File: config.mk
export PLATFORM = sky130hd
export DESIGN_NAME = if_axi_fetch
export DESIGN_NICKNAME = d
export VERILOG_FILES = /design/src/rtl/if_axi_fetch.sv
export SDC_FILE = /design/constraint.sdc
export NUM_CORES = 1
export LEC_CHECK = 0
export ABC_AREA = 1
export CORE_MARGIN = 4
export CORE_UTILIZATION = 45
export DETAILED_ROUTE_END_ITERATION = 8
export MAX_ROUTING_LAYER = met4
export PLACE_DENSITY_LB_ADDON = 0.25
export SYNTH_ARGS = -nofsm -noshare
export SYNTH_HDL_FRONTEND = slang
export SYNTH_SLANG_ARGS = --single-unit
File: constraint.sdc
create_clock -name clk -period 1.8 [get_ports clk]
set_input_delay 0.36 -clock clk [delete_from_list [all_inputs] [get_ports clk]]
set_output_delay 0.36 -clock clk [all_outputs]
set_load 0.1 [all_outputs]
File: src/rtl/if_axi_fetch.sv
// Instruction-fetch AXI4 read master: one single-beat read per PC, one outstanding transaction.
// Flush discards the fetch in flight but always completes the AXI handshakes already started.
module if_axi_fetch #(
    parameter logic [3:0]  AXI_ID    = 4'h0,
    parameter logic [31:0] NOP_INSTR = 32'h0000_0013
) (
    input  logic        clk,
    input  logic        rstn,
    input  logic [31:0] pc_in,
    input  logic        fetch_req,
    input  logic        flush,
    output logic [31:0] instr,
    output logic        instr_valid,
    output logic        fetch_stall,
    output logic        bus_err,
    output logic [3:0]  ARID,
    output logic [31:0] ARADDR,
    output logic [3:0]  ARLEN,
    output logic [2:0]  ARSIZE,
    output logic [1:0]  ARBURST,
    output logic        ARVALID,
    input  logic        ARREADY,
    input  logic [3:0]  RID,
    input  logic [31:0] RDATA,
    input  logic [1:0]  RRESP,
    input  logic        RLAST,
    input  logic        RVALID,
    output logic        RREADY
);

    localparam int unsigned XLEN     = 32;
    localparam int unsigned WORD_LSB = 2;
    localparam int unsigned AW       = XLEN - WORD_LSB;
    localparam logic [1:0]  RESP_OKAY = 2'b00;

    typedef enum logic [1:0] {
        ST_IDLE = 2'd0,
        ST_AR   = 2'd1,
        ST_R    = 2'd2,
        ST_DONE = 2'd3
    } state_t;

    state_t            r_state;
    logic [AW-1:0]     r_addr;
    logic              r_drop;
    logic              r_arvalid;
    logic [XLEN-1:0]   r_data;
    logic              r_err;
    logic [XLEN-1:0]   r_instr;

    logic              w_idle_req;
    logic              w_misaligned;
    logic              w_rid_ok;
    logic              w_r_accept;
    logic              w_drop;
    logic              w_done_ok;

    assign w_idle_req   = (r_state == ST_IDLE) && fetch_req && !flush;
    assign w_misaligned = (pc_in[WORD_LSB-1:0] != WORD_LSB'(0));
    assign w_rid_ok     = (RID == AXI_ID);
    assign w_r_accept   = (r_state == ST_R) && RVALID && w_rid_ok && RLAST;
    assign w_drop       = r_drop || flush;
    // A flush landing in DONE cancels the delivery before it becomes architectural.
    assign w_done_ok    = (r_state == ST_DONE) && !flush;

    assign ARID    = AXI_ID;
    assign ARADDR  = {r_addr, WORD_LSB'(0)};
    assign ARLEN   = 4'd0;
    assign ARSIZE  = 3'b010;
    assign ARBURST = 2'b01;
    assign ARVALID = r_arvalid;

    // Beats carrying a foreign ID are left on the bus untouched.
    assign RREADY      = (r_state == ST_R) && (!RVALID || w_rid_ok);
    assign fetch_stall = rstn && (w_idle_req || (r_state == ST_AR) || (r_state == ST_R));

    assign instr       = w_done_ok ? r_data : r_instr;
    assign instr_valid = w_done_ok;
    assign bus_err     = w_done_ok && r_err;

    // Fetch sequencer: IDLE -> AR -> R -> DONE, with a drop flag that drains a flushed fetch.
    always_ff @(posedge clk or negedge rstn) begin
        if (!rstn) begin
            r_state   <= ST_IDLE;
            r_addr    <= '0;
            r_drop    <= 1'b0;
            r_arvalid <= 1'b0;
            r_data    <= '0;
            r_err     <= 1'b0;
            r_instr   <= '0;
        end else begin
            case (r_state)
                ST_IDLE: begin
                    if (w_idle_req) begin
                        r_addr <= pc_in[XLEN-1:WORD_LSB];
                        if (w_misaligned) begin
                            r_data  <= NOP_INSTR;
                            r_err   <= 1'b1;
                            r_state <= ST_DONE;
                        end else begin
                            r_arvalid <= 1'b1;
                            r_state   <= ST_AR;
                        end
                    end
                end
                ST_AR: begin
                    if (flush) begin
                        r_drop <= 1'b1;
                    end
                    if (ARREADY) begin
                        r_arvalid <= 1'b0;
                        r_state   <= ST_R;
                    end
                end
                ST_R: begin
                    if (w_r_accept) begin
                        if (w_drop) begin
                            r_drop  <= 1'b0;
                            r_state <= ST_IDLE;
                        end else begin
                            r_data  <= (RRESP == RESP_OKAY) ? RDATA : NOP_INSTR;
                            r_err   <= (RRESP != RESP_OKAY);
                            r_state <= ST_DONE;
                        end
                    end else if (flush) begin
                        r_drop <= 1'b1;
                    end
                end
                ST_DONE: begin
                    if (!flush) begin
                        r_instr <= r_data;
                    end
                    r_state <= ST_IDLE;
                end
                default: r_state <= ST_IDLE;
            endcase
        end
    end

endmodule
=== Yosys cells after proc, flatten, opt, wreduce, memory -nomap -nowiden ===
Index checks and enable logic that the tools add are counted.

* Flip-flop bits (word level): 99

* Equal/unequal tests: 10
* Mux-type cells: 26
* Reduce and logical (&&, ||, !) cells: 29
* Bitwise gates (word level): 1

{| class="wikitable"
|+ Operators with widths
! kind !! count
|-
| two-way mux 32 bit || 6
|-
| one-hot mux 32 bit (2 select lines) || 1
|-
| != test 2 bit (second input constant) || 6
|-
| two-way mux 1 bit || 10
|-
| two-way mux 2 bit || 5
|-
| nonzero test 2 bit || 5
|-
| logical AND 1 bit || 9
|-
| one-hot mux 2 bit (4 select lines) || 1
|-
| one-hot mux 1 bit (2 select lines) || 3
|-
| AND reduction 2 bit || 3
|-
| AND reduction 5 bit || 1
|-
| == test 2 bit (second input constant) || 2
|-
| zero test 2 bit || 2
|-
| zero test 4 bit || 1
|-
| logical OR 1 bit || 4
|-
| AND reduction 4 bit || 1
|-
| != test 3 bit (second input constant) || 1
|-
| AND reduction 3 bit || 1
|-
| == test 2 x 1 -> 1 bit (second input constant) || 1
|-
| zero test 1 bit || 2
|-
| NOT 1 bit || 1
|}

=== Logic depth before layout (Yosys ltp) ===
Gate-level depths: netlist of run 1.

* Word-level depth: 6
* Depth in mapped cells: 8
* Depth with buffers taken out: 7

=== Worst setup path before layout of run 1 ===
Ideal clock, no wire load.

* Path kind: register to output
* From: reg r_state[0]
* To: out fetch_stall
* Arrival: 3.106 ns
* Required time: 1.440 ns
* Slack: -1.666 ns
* Cell stages (with the launch flop): 5
* Cell sequence: dfrtp_1 -> nor2_1 -> nand2_1 -> buf_2 -> a21boi_0

* Longest elaborated chain between the ends: 6

{| class="wikitable"
|+ Ends and longest elaborated chain
! item !! RTL line !! source
|-
| from (decl) || 43 || <nowiki>state_t r_state;</nowiki>
|-
| from (signal assigned) || 84 || <nowiki>r_state <= ST_IDLE;</nowiki>
|-
| from (signal assigned) || 99 || <nowiki>r_state <= ST_DONE;</nowiki>
|-
| from (signal assigned) || 102 || <nowiki>r_state <= ST_AR;</nowiki>
|-
| zero test 2 bit || 58 || <nowiki>assign w_idle_req = (r_state == ST_IDLE) && fetch_req && !flush;</nowiki>
|-
| logical AND 1 bit (2 in series) || 58 ||
|-
| logical OR 1 bit || 75 || <nowiki>assign fetch_stall = rstn && (w_idle_req || (r_state == ST_AR) || (r_state == ST_R));</nowiki>
|-
| logical OR 1 bit (*) || 75 ||
|-
| logical AND 1 bit (*) || 75 ||
|-
| to (decl) || 14 || <nowiki>output logic fetch_stall,</nowiki>
|}

Every way passes the cells marked *; elsewhere a longest branch is shown, timed or not.

=== Worst setup path in the final report of run 1 ===
* From: reg r_state[0]
* To: out instr[4]

* Longest elaborated chain between the ends: 3

{| class="wikitable"
|+ Ends and longest elaborated chain
! item !! RTL line !! source
|-
| == test 2 bit || 64 || <nowiki>assign w_done_ok = (r_state == ST_DONE) && !flush;</nowiki>
|-
| logical AND 1 bit || 64 ||
|-
| two-way mux 32 bit || 77 || <nowiki>assign instr = w_done_ok ? r_data : r_instr;</nowiki>
|-
| to (decl) || 12 || <nowiki>output logic [31:0] instr,</nowiki>
|}

Every way passes these cells.

==> results of run 1 <==
==> repair_timing <==
action	in CTS	in global routing
gates resized for setup	51	24
setup buffers	12	7
cloned	4	2
setup endpoints to repair	36	65
pin swaps	11	11
==> worst reg2reg max path: stages (launching register included) <==
cell     delay [ns]
dfrtp_2        0.43
buf_4          0.17
nor2_4         0.14
buf_4          0.14
nand2_1        0.08
a21oi_4        0.21
nand2_2        0.09
buf_4          0.19
nand2_1        0.10
nand2_1        0.06
==> final timing paths <==
check,start,to,slack (ns),cells past startpoint
worst min-delay path,rstn,r_instr[8]$_DFFE_PN0P_,0.09,2
max in group asynchronous,rstn,r_state[0]$_DFFE_PN0P_,1.28,2
min in group clk,r_data[5]$_DFFE_PN0P_,r_data[5]$_DFFE_PN0P_,0.48,2
worst max-delay path,r_state[0]$_DFFE_PN0P_,instr[4],-0.15,6
worst max register to register,r_state[1]$_DFFE_PN0P_,r_data[17]$_DFFE_PN0P_,0.06,9
worst min register to register,r_data[5]$_DFFE_PN0P_,r_data[5]$_DFFE_PN0P_,0.48,2
==> per-stage QoR <==
stage          utilization, %  cell area [sq um]
2_1_floorplan               -               4560
3_3_place_gp             73.4               6810
3_5_place_dp             73.4               6810
4_1_cts                  80.0               7420
5_1_grt                  81.6               7570
6_report                 81.6               7570
==> kinds of logic (layout without fill, tap and decap cells) <==
group | after synthesis | count (layout) | synth area share [%]
compound gates | 11 | 11 | 1.77
buf+inv | 50 | 215 | 6.05
flops | 99 | 99 | 57.6
mux | 30 | 30 | 7.85
other cells | 2 | 15 | 0.175
simple gates | 287 | 287 | 26.6
==> synthesized netlist by cell type, types with 2 or more instances <==
| master | number | share of area [%] |
|---|---|---|
| nand2_1 | 203 | 18 |
| dfrtp_1 | 99 | 58 |
| nor2_1 | 42 | 3.7 |
| nand3_1 | 34 | 4.0 |
| mux2_2 | 30 | 7.9 |
| buf_4 | 15 | 2.6 |
| buf_2 | 13 | 1.5 |
| clkbuf_1 | 10 | 0.87 |
| inv_1 | 10 | 0.87 |
| a21oi_1 | 3 | 0.35 |
| o21ai_0 | 3 | 0.35 |
| or2_2 | 3 | 0.44 |
| conb_1 | 2 | 0.17 |
| nand2_2 | 2 | 0.29 |
| nor3_1 | 2 | 0.23 |
==> per-layer routing <==
layer  part of all wire (%)  wire length, um
met5                      0                0
met4                    2.7              356
met2                     54             7090
met3                    7.4              968
met1                     35             4610
==> cell type report <==
cell class	count	area share, %
clock buffer	10	1.69
timing repair buffer	189	34.5
sequential	99	32.7
tap	129	2.13
multi-input combinational	343	27.0
inverter	11	0.611
clock inverter	5	1.35
==> sequential cells by signal, summed over array words and instances, names as in the netlist <==
signal / cells
r_state: 2
ARVALID: 1
r_instr: 32
r_drop: 1
r_data: 32
r_err: 1
r_addr: 30
==> flow_summary.ini, run 1 <==
[run_status]
outcome = finished with violations
violations = negative setup slack

[grt]
antenna_found_initial = 0
grt_use_total_pct = 24.3
first_global_vias = 4087
top_usage_layer = met2
use_met2_pct = 42.9
met3_usage_pct = 6.18
use_met1_pct = 27.6
grt_max_degree = 100
overflow = 0
grt_pass1_wl_um = 20700

[layout]
fin_cells = 786
layout_common_cells = nand2_1, dfrtp_1, clkdlybuf4s50_1
drive_gt1_share_pct = 37.1
antenna_cells = 0
final_nets = 730
fill_cells = 543
area.growth.synth_to_final_pct = 76.1
register_area_sq_um = 2480
multi_input_area_sq_um = 2040
layout_commonest_cell = nand2_1

[placement]
dp_cells = 747
port_buffers = 143
place_worst_setup_slack_ns = -0.283
dp_hpwl_um = 8650
gp_congestion = 0.789

[sta]
fmax_ghz = 0.512
fin_crit_sh_pct = 109
rsz0062_at_grt = yes
max_slew_margin_pct = 65.0
hold_viol_final = 0
worst_slew_pin_slew_ns = 0.526
tns_ns = -4.36
min_period_ns = 1.95
setup_violations = 36
skew_ns = 0.00690
maxSlewViolCount = 0
whs_ns = 0.0913
postLayoutSetupSlackWorst_ns = -0.154

[synthesis]
postSynthCellCount = 479
synth_seq_cells = 99
synth-edff-count = 0
async_reset_ff_share_pct = 100
seq_area_frac_synth_pct = 57.6
yosysWarnings = 0
synth_area_sq_um = 4300
avgSynthCellArea_sq_um = 8.98
synth_ff_type = dfrtp_1
synthDistinctLibCells = 23

[detailed_routing]
drt_iter0_drc = 257
wirelength_um = 13000
drc_errors = 0
first_pass_iters = 5
ant_nets = 0
vias = 3962
wl_per_cell_um = 16.6
avgViaCountPerCell = 5.04

[critical_path]
cp_slowest_cell = dfrtp_2
end_kind = output pin
timing_worst_setup_path_type = register to output pin
path_buf_inv = 3
cp.arrival_ns = 1.59
crit_family = buffers and inverters
cpPeakStageDelay_ns = 0.46
worstPathCellList = nand3_4, buf_6, clkbuf_16, nand2_2, nand2_4, buf_12
cp.required_ns = 1.44
path_max_fanout = 8
start_kind = register

[die]
dieArea_sq_um = 11200
core_sq_um = 9280
num_io_pins = 159
die_w_um = 106
rows = 35
initial_core_util_pct = 46.3
die_h_um = 106

[clocking]
clk_pin_slew_worst_paths_ns = 0.09
cts_sinks = 99
ctsHoldBuffers = 0
ctsHtreeMaxLevel = 3
insertion_delay_ns = 0.36
clock_path_buffers = 2
cts_tree = yes
root_buffer = clkbuf_8
cts_buffers = 9

[hold_path]
min_path_type = input port to async pin

[run]
max_cap_violations = 0
Power of run 1 is not shown: default switching activity piles up to over one toggle a cycle in this logic, so the estimate is an artifact.
==> run 2, diff against run 1 <==
--- a/config.mk
+++ b/config.mk
@@ -6,6 +6,7 @@
 export NUM_CORES = 1
 export LEC_CHECK = 0
 export ABC_AREA = 1
+export CORE_ASPECT_RATIO = 1.2
 export CORE_MARGIN = 4
 export CORE_UTILIZATION = 45
 export DETAILED_ROUTE_END_ITERATION = 8
==> run 2 against run 1 <==
Against the previous run: the run still ends with negative setup slack left; count of clock-buffer cells in the layout up 2; wire length rose by 15%; utilization rose by 2.6 points; die area barely moved; clock skew rose by 0.0020 ns; highest routed layer unchanged; register-to-register slack got worse by 0.09 ns; fmax decreased by 4.1%; sequential share of layout area is 0.63 points lower; worst hold slack worse by 0.039 ns.
==> flow_summary.ini, run 2 (synthesis gave the netlist of run 1 again) <==
[detailed_routing]
wl_per_cell_um = 19.3
vias = 4113
drt_iter0_drc = 291
first_pass_iters = 5
ant_nets = 0
wirelength_um = 15000
avgViaCountPerCell = 5.29
drc_errors = 0

[layout]
layout_common_cells = nand2_1, dfrtp_1, buf_12
antenna_cells = 0
drive_gt1_share_pct = 40.9
post-route-util_pct = 84.1
final_nets = 729
reg.largest.list = r_data: 32 flops, r_instr: 32 flops, r_addr: 30 flops
area.growth.synth_to_final_pct = 79.5
layout_commonest_cell = nand2_1

[run_status]
violations = negative setup slack
outcome = finished with violations

[grt]
grt_pass1_wl_um = 21700
overflow = 0
grt_max_degree = 100
antenna_found_initial = 0
first_global_vias = 4236
grt_use_total_pct = 25.9

[placement]
dp_hpwl_um = 8580
gp_congestion = 0.782
place_worst_setup_slack_ns = -0.257
port_buffers = 143

[clocking]
root_buffer = clkbuf_8
clk_pin_slew_worst_paths_ns = 0.09
cts_tree = yes
clock_path_buffers = 2
ctsHtreeMaxLevel = 3
ctsHoldBuffers = 0
cts_sinks = 99
insertion_delay_ns = 0.38
cts_buffers = 9

[run]
max_cap_violations = 0

[die]
rows = 38
num_io_pins = 159
die_w_um = 97.3
initial_core_util_pct = 46.9
die_h_um = 115
dieArea_sq_um = 11200
core_sq_um = 9180

[critical_path]
path_buf_inv = 4
reg2reg_depth = 11
cp.arrival_ns = 1.68
cp_slowest_cell = dfrtp_2
critical_path_cell_count = 7
crit_family = buffers and inverters
worstPathCellList = nand3_4, inv_4, buf_12, buf_16, nand2_1, nand2_4, buf_12
cp.required_ns = 1.44
timing_worst_setup_path_type = register to output pin
path_max_fanout = 8
cpMostUsedCell = buf_12
cpPeakStageDelay_ns = 0.46
end_kind = output pin
start_kind = register

[sta]
skew_ns = 0.00895
min_period_ns = 2.04
whs_ns = 0.0521
hold_viol_final = 0
fmax_ghz = 0.491
setup_violations = 52
max_slew_margin_pct = 65.9
fin_crit_sh_pct = 113
maxSlewViolCount = 0
rsz0062_at_grt = yes
postLayoutSetupSlackWorst_ns = -0.237
worst_slew_pin_slew_ns = 0.511
tns_ns = -7.02

[hold_path]
min_path_type = input port to async pin
==> run 2: changes by cell type in the layout (fill, tap and decap cells not counted), sizes merged <==
cell	delta
bufinv	-2
clkinvlp	+1
clkbuf	+1
==> run 2: final cells by class <==
type                       instances  area [sq um]
multi-input combinational        343          2160
timing repair buffer             188          2700
clock buffer                      12           145
sequential                        99          2480
tap                              120           150
inverter                          11          43.8
clock inverter                     4          50.0
fill                             455          1460
==> run 2: what timing repair did <==
item                       CTS  global route
pin swaps                   10            16
gates cloned                 6             1
buffers inserted            10             8
setup endpoints to repair   36            38
gates resized for setup     82            37
==> run 2: worst paths after layout <==
path	from	endpoint	slack (ns)
hold reg to reg	r_data[14]$_DFFE_PN0P_	r_data[14]$_DFFE_PN0P_	0.50
min in group clk	r_data[14]$_DFFE_PN0P_	r_data[14]$_DFFE_PN0P_	0.50
setup / recovery	r_state[1]$_DFFE_PN0P_	instr[24]	-0.24
setup reg to reg	r_state[1]$_DFFE_PN0P_	r_err$_DFFE_PN0P_	-0.03
hold / removal	rstn	r_instr[19]$_DFFE_PN0P_	0.05
max in group asynchronous	rstn	r_state[0]$_DFFE_PN0P_	1.35
==> run 2: metrics by stage <==
step	instances	area [sq um]
2_1_floorplan	492	4560
3_3_place_gp	736	6810
3_5_place_dp	736	6810
4_1_cts	768	7520
5_1_grt	777	7720
6_report	777	7720
==> run 2: routing by layer <==
layer | share of wire [%] | up-vias | global-route usage (%)
met5 | 0 | - | -
met4 | 5.6 | 0 | 13.5
met3 | 7.5 | 62 | 5.10
met2 | 53 | 259 | 45.5
met1 | 34 | 1982 | 28.1
li1 | - | 1810 | -
Power of run 2 is left out for the same reason.
==> run 3, diff against run 2 <==
--- a/config.mk
+++ b/config.mk
@@ -11,7 +11,7 @@
 export CORE_UTILIZATION = 45
 export DETAILED_ROUTE_END_ITERATION = 8
 export MAX_ROUTING_LAYER = met4
-export PLACE_DENSITY_LB_ADDON = 0.25
+export PLACE_DENSITY = 0.81
 export SYNTH_ARGS = -nofsm -noshare
 export SYNTH_HDL_FRONTEND = slang
 export SYNTH_SLANG_ARGS = --single-unit
==> run 3 against run 2 <==
Against the previous run: fmax increased by 1.8%; highest routed layer unchanged; critical path type unchanged; the run still ends with negative setup slack left; critical endpoint is now bus_err; flip-flop and latch count unchanged; worst hold slack got worse by 0.013 ns.
==> flow_summary.ini, run 3 (synthesis gave the netlist of run 1 again) <==
[die]
initial_core_util_pct = 46.9
die_h_um = 115
core_sq_um = 9180
rows = 38
num_io_pins = 159
dieArea_sq_um = 11200
die_w_um = 97.3

[grt]
top_usage_layer = met2
overflow = 0
grt_pass1_wl_um = 20600
met3_usage_pct = 5.10
antenna_found_initial = 0
grt_max_degree = 100
use_met2_pct = 41.9
first_global_vias = 4256
grt_use_total_pct = 24.3
use_met1_pct = 27.4

[detailed_routing]
first_pass_iters = 4
drc_errors = 0
drt_iter0_drc = 222
avgViaCountPerCell = 5.15
wl_per_cell_um = 18.1
ant_nets = 0
wirelength_um = 14100
vias = 4023

[sta]
tns_ns = -6.02
min_period_ns = 2.00
fmax_ghz = 0.500
whs_ns = 0.0386
hold_viol_final = 0
rsz0062_at_grt = yes
maxSlewViolCount = 0
fin_crit_sh_pct = 111
postLayoutSetupSlackWorst_ns = -0.201
max_slew_margin_pct = 65.1
setup_violations = 36
worst_slew_pin_slew_ns = 0.524
skew_ns = 0.0116

[critical_path]
crit_family = buffers and inverters
worst-r2r-setup-slack_ns = 0.04
reg2reg_depth = 10
reg2reg_to = r_data[10]$_DFFE_PN0P_
cp_slowest_cell = dfrtp_2
r2r_start = r_state[1]$_DFFE_PN0P_
cp.arrival_ns = 1.64
worstPathCellList = nand3_4, buf_12, buf_12, buf_6, nor2_4, buf_12
end_kind = output pin
cpPeakStageDelay_ns = 0.43
path_max_fanout = 5
timing_worst_setup_path_type = register to output pin
cp.required_ns = 1.44
path_buf_inv = 4
start_kind = register
cpMostUsedCell = buf_12

[clocking]
ctsHoldBuffers = 0
cts_sinks = 99
clk_pin_slew_worst_paths_ns = 0.09
cts_buffers = 9
cts_tree = yes
clock_path_buffers = 2
ctsHtreeMaxLevel = 3
insertion_delay_ns = 0.37
root_buffer = clkbuf_8

[layout]
post-route-util_pct = 84.8
layout_commonest_cell = nand2_1
area.growth.synth_to_final_pct = 80.9
final_nets = 734
fill_cells = 460
drive_gt1_share_pct = 40.2
layout_common_cells = nand2_1, dfrtp_1, buf_12
fin_cells = 781
reg.largest.list = r_data: 32 flops, r_instr: 32 flops, r_addr: 30 flops
antenna_cells = 0

[placement]
dp_cells = 737
dp_hpwl_um = 8930
port_buffers = 143
gp_congestion = 0.833

[hold_path]
min_path_type = input port to async pin

[run_status]
outcome = finished with violations
violations = negative setup slack

[run]
max_cap_violations = 0
[run 3: timing repair]
item	in CTS	in global routing
cloned	3	4
setup buffers	9	14
resized for setup	70	55
setup endpoints to repair	35	36
pin swaps	10	18
[run 3: cell type report]
| class | instances | area [sq um] | area share (%) |
|---|---|---|---|
| clock buffers | 13 | 159 | 2.04 |
| repair buffers | 193 | 2700 | 34.7 |
| well taps | 120 | 150 | 1.93 |
| inverters | 11 | 46.3 | 0.595 |
| flip-flops and latches | 99 | 2480 | 31.9 |
| multi-input cells | 343 | 2210 | 28.4 |
| clock inverters | 2 | 35.0 | 0.450 |
[run 3: worst max-delay path by stage]
stage	end	depth (start not counted)	start	slack, ns
floorplan	instr[22]	5	r_state[1]$_DFFE_PN0P_	-0.07
global placement	r_addr[26]$_DFFE_PN0P_	6	flush	-0.23
detailed placement	r_addr[7]$_DFFE_PN0P_	6	flush	-0.28
CTS	instr[24]	8	r_state[0]$_DFFE_PN0P_	-0.23
global route	instr[6]	7	r_state[1]$_DFFE_PN0P_	-0.25
finish	bus_err	6	r_state[1]$_DFFE_PN0P_	-0.20
[run 3: per-layer routing]
metal / vias to the layer above / wire length [um]
li1: 1832 / -
met1: 1976 / 5070
met2: 179 / 7810
met3: 36 / 785
met4: 0 / 461
met5: - / 0
[run 3: per-stage QoR]
step	instance area, sq um	worst slack (ns)
floorplan	4560	-0.0667
global placement	6780	-0.226
detailed placement	6780	-0.281
CTS	7380	-0.227
global route	7780	-0.255
finish	7780	-0.201
Power of run 3 is left out for the same reason.
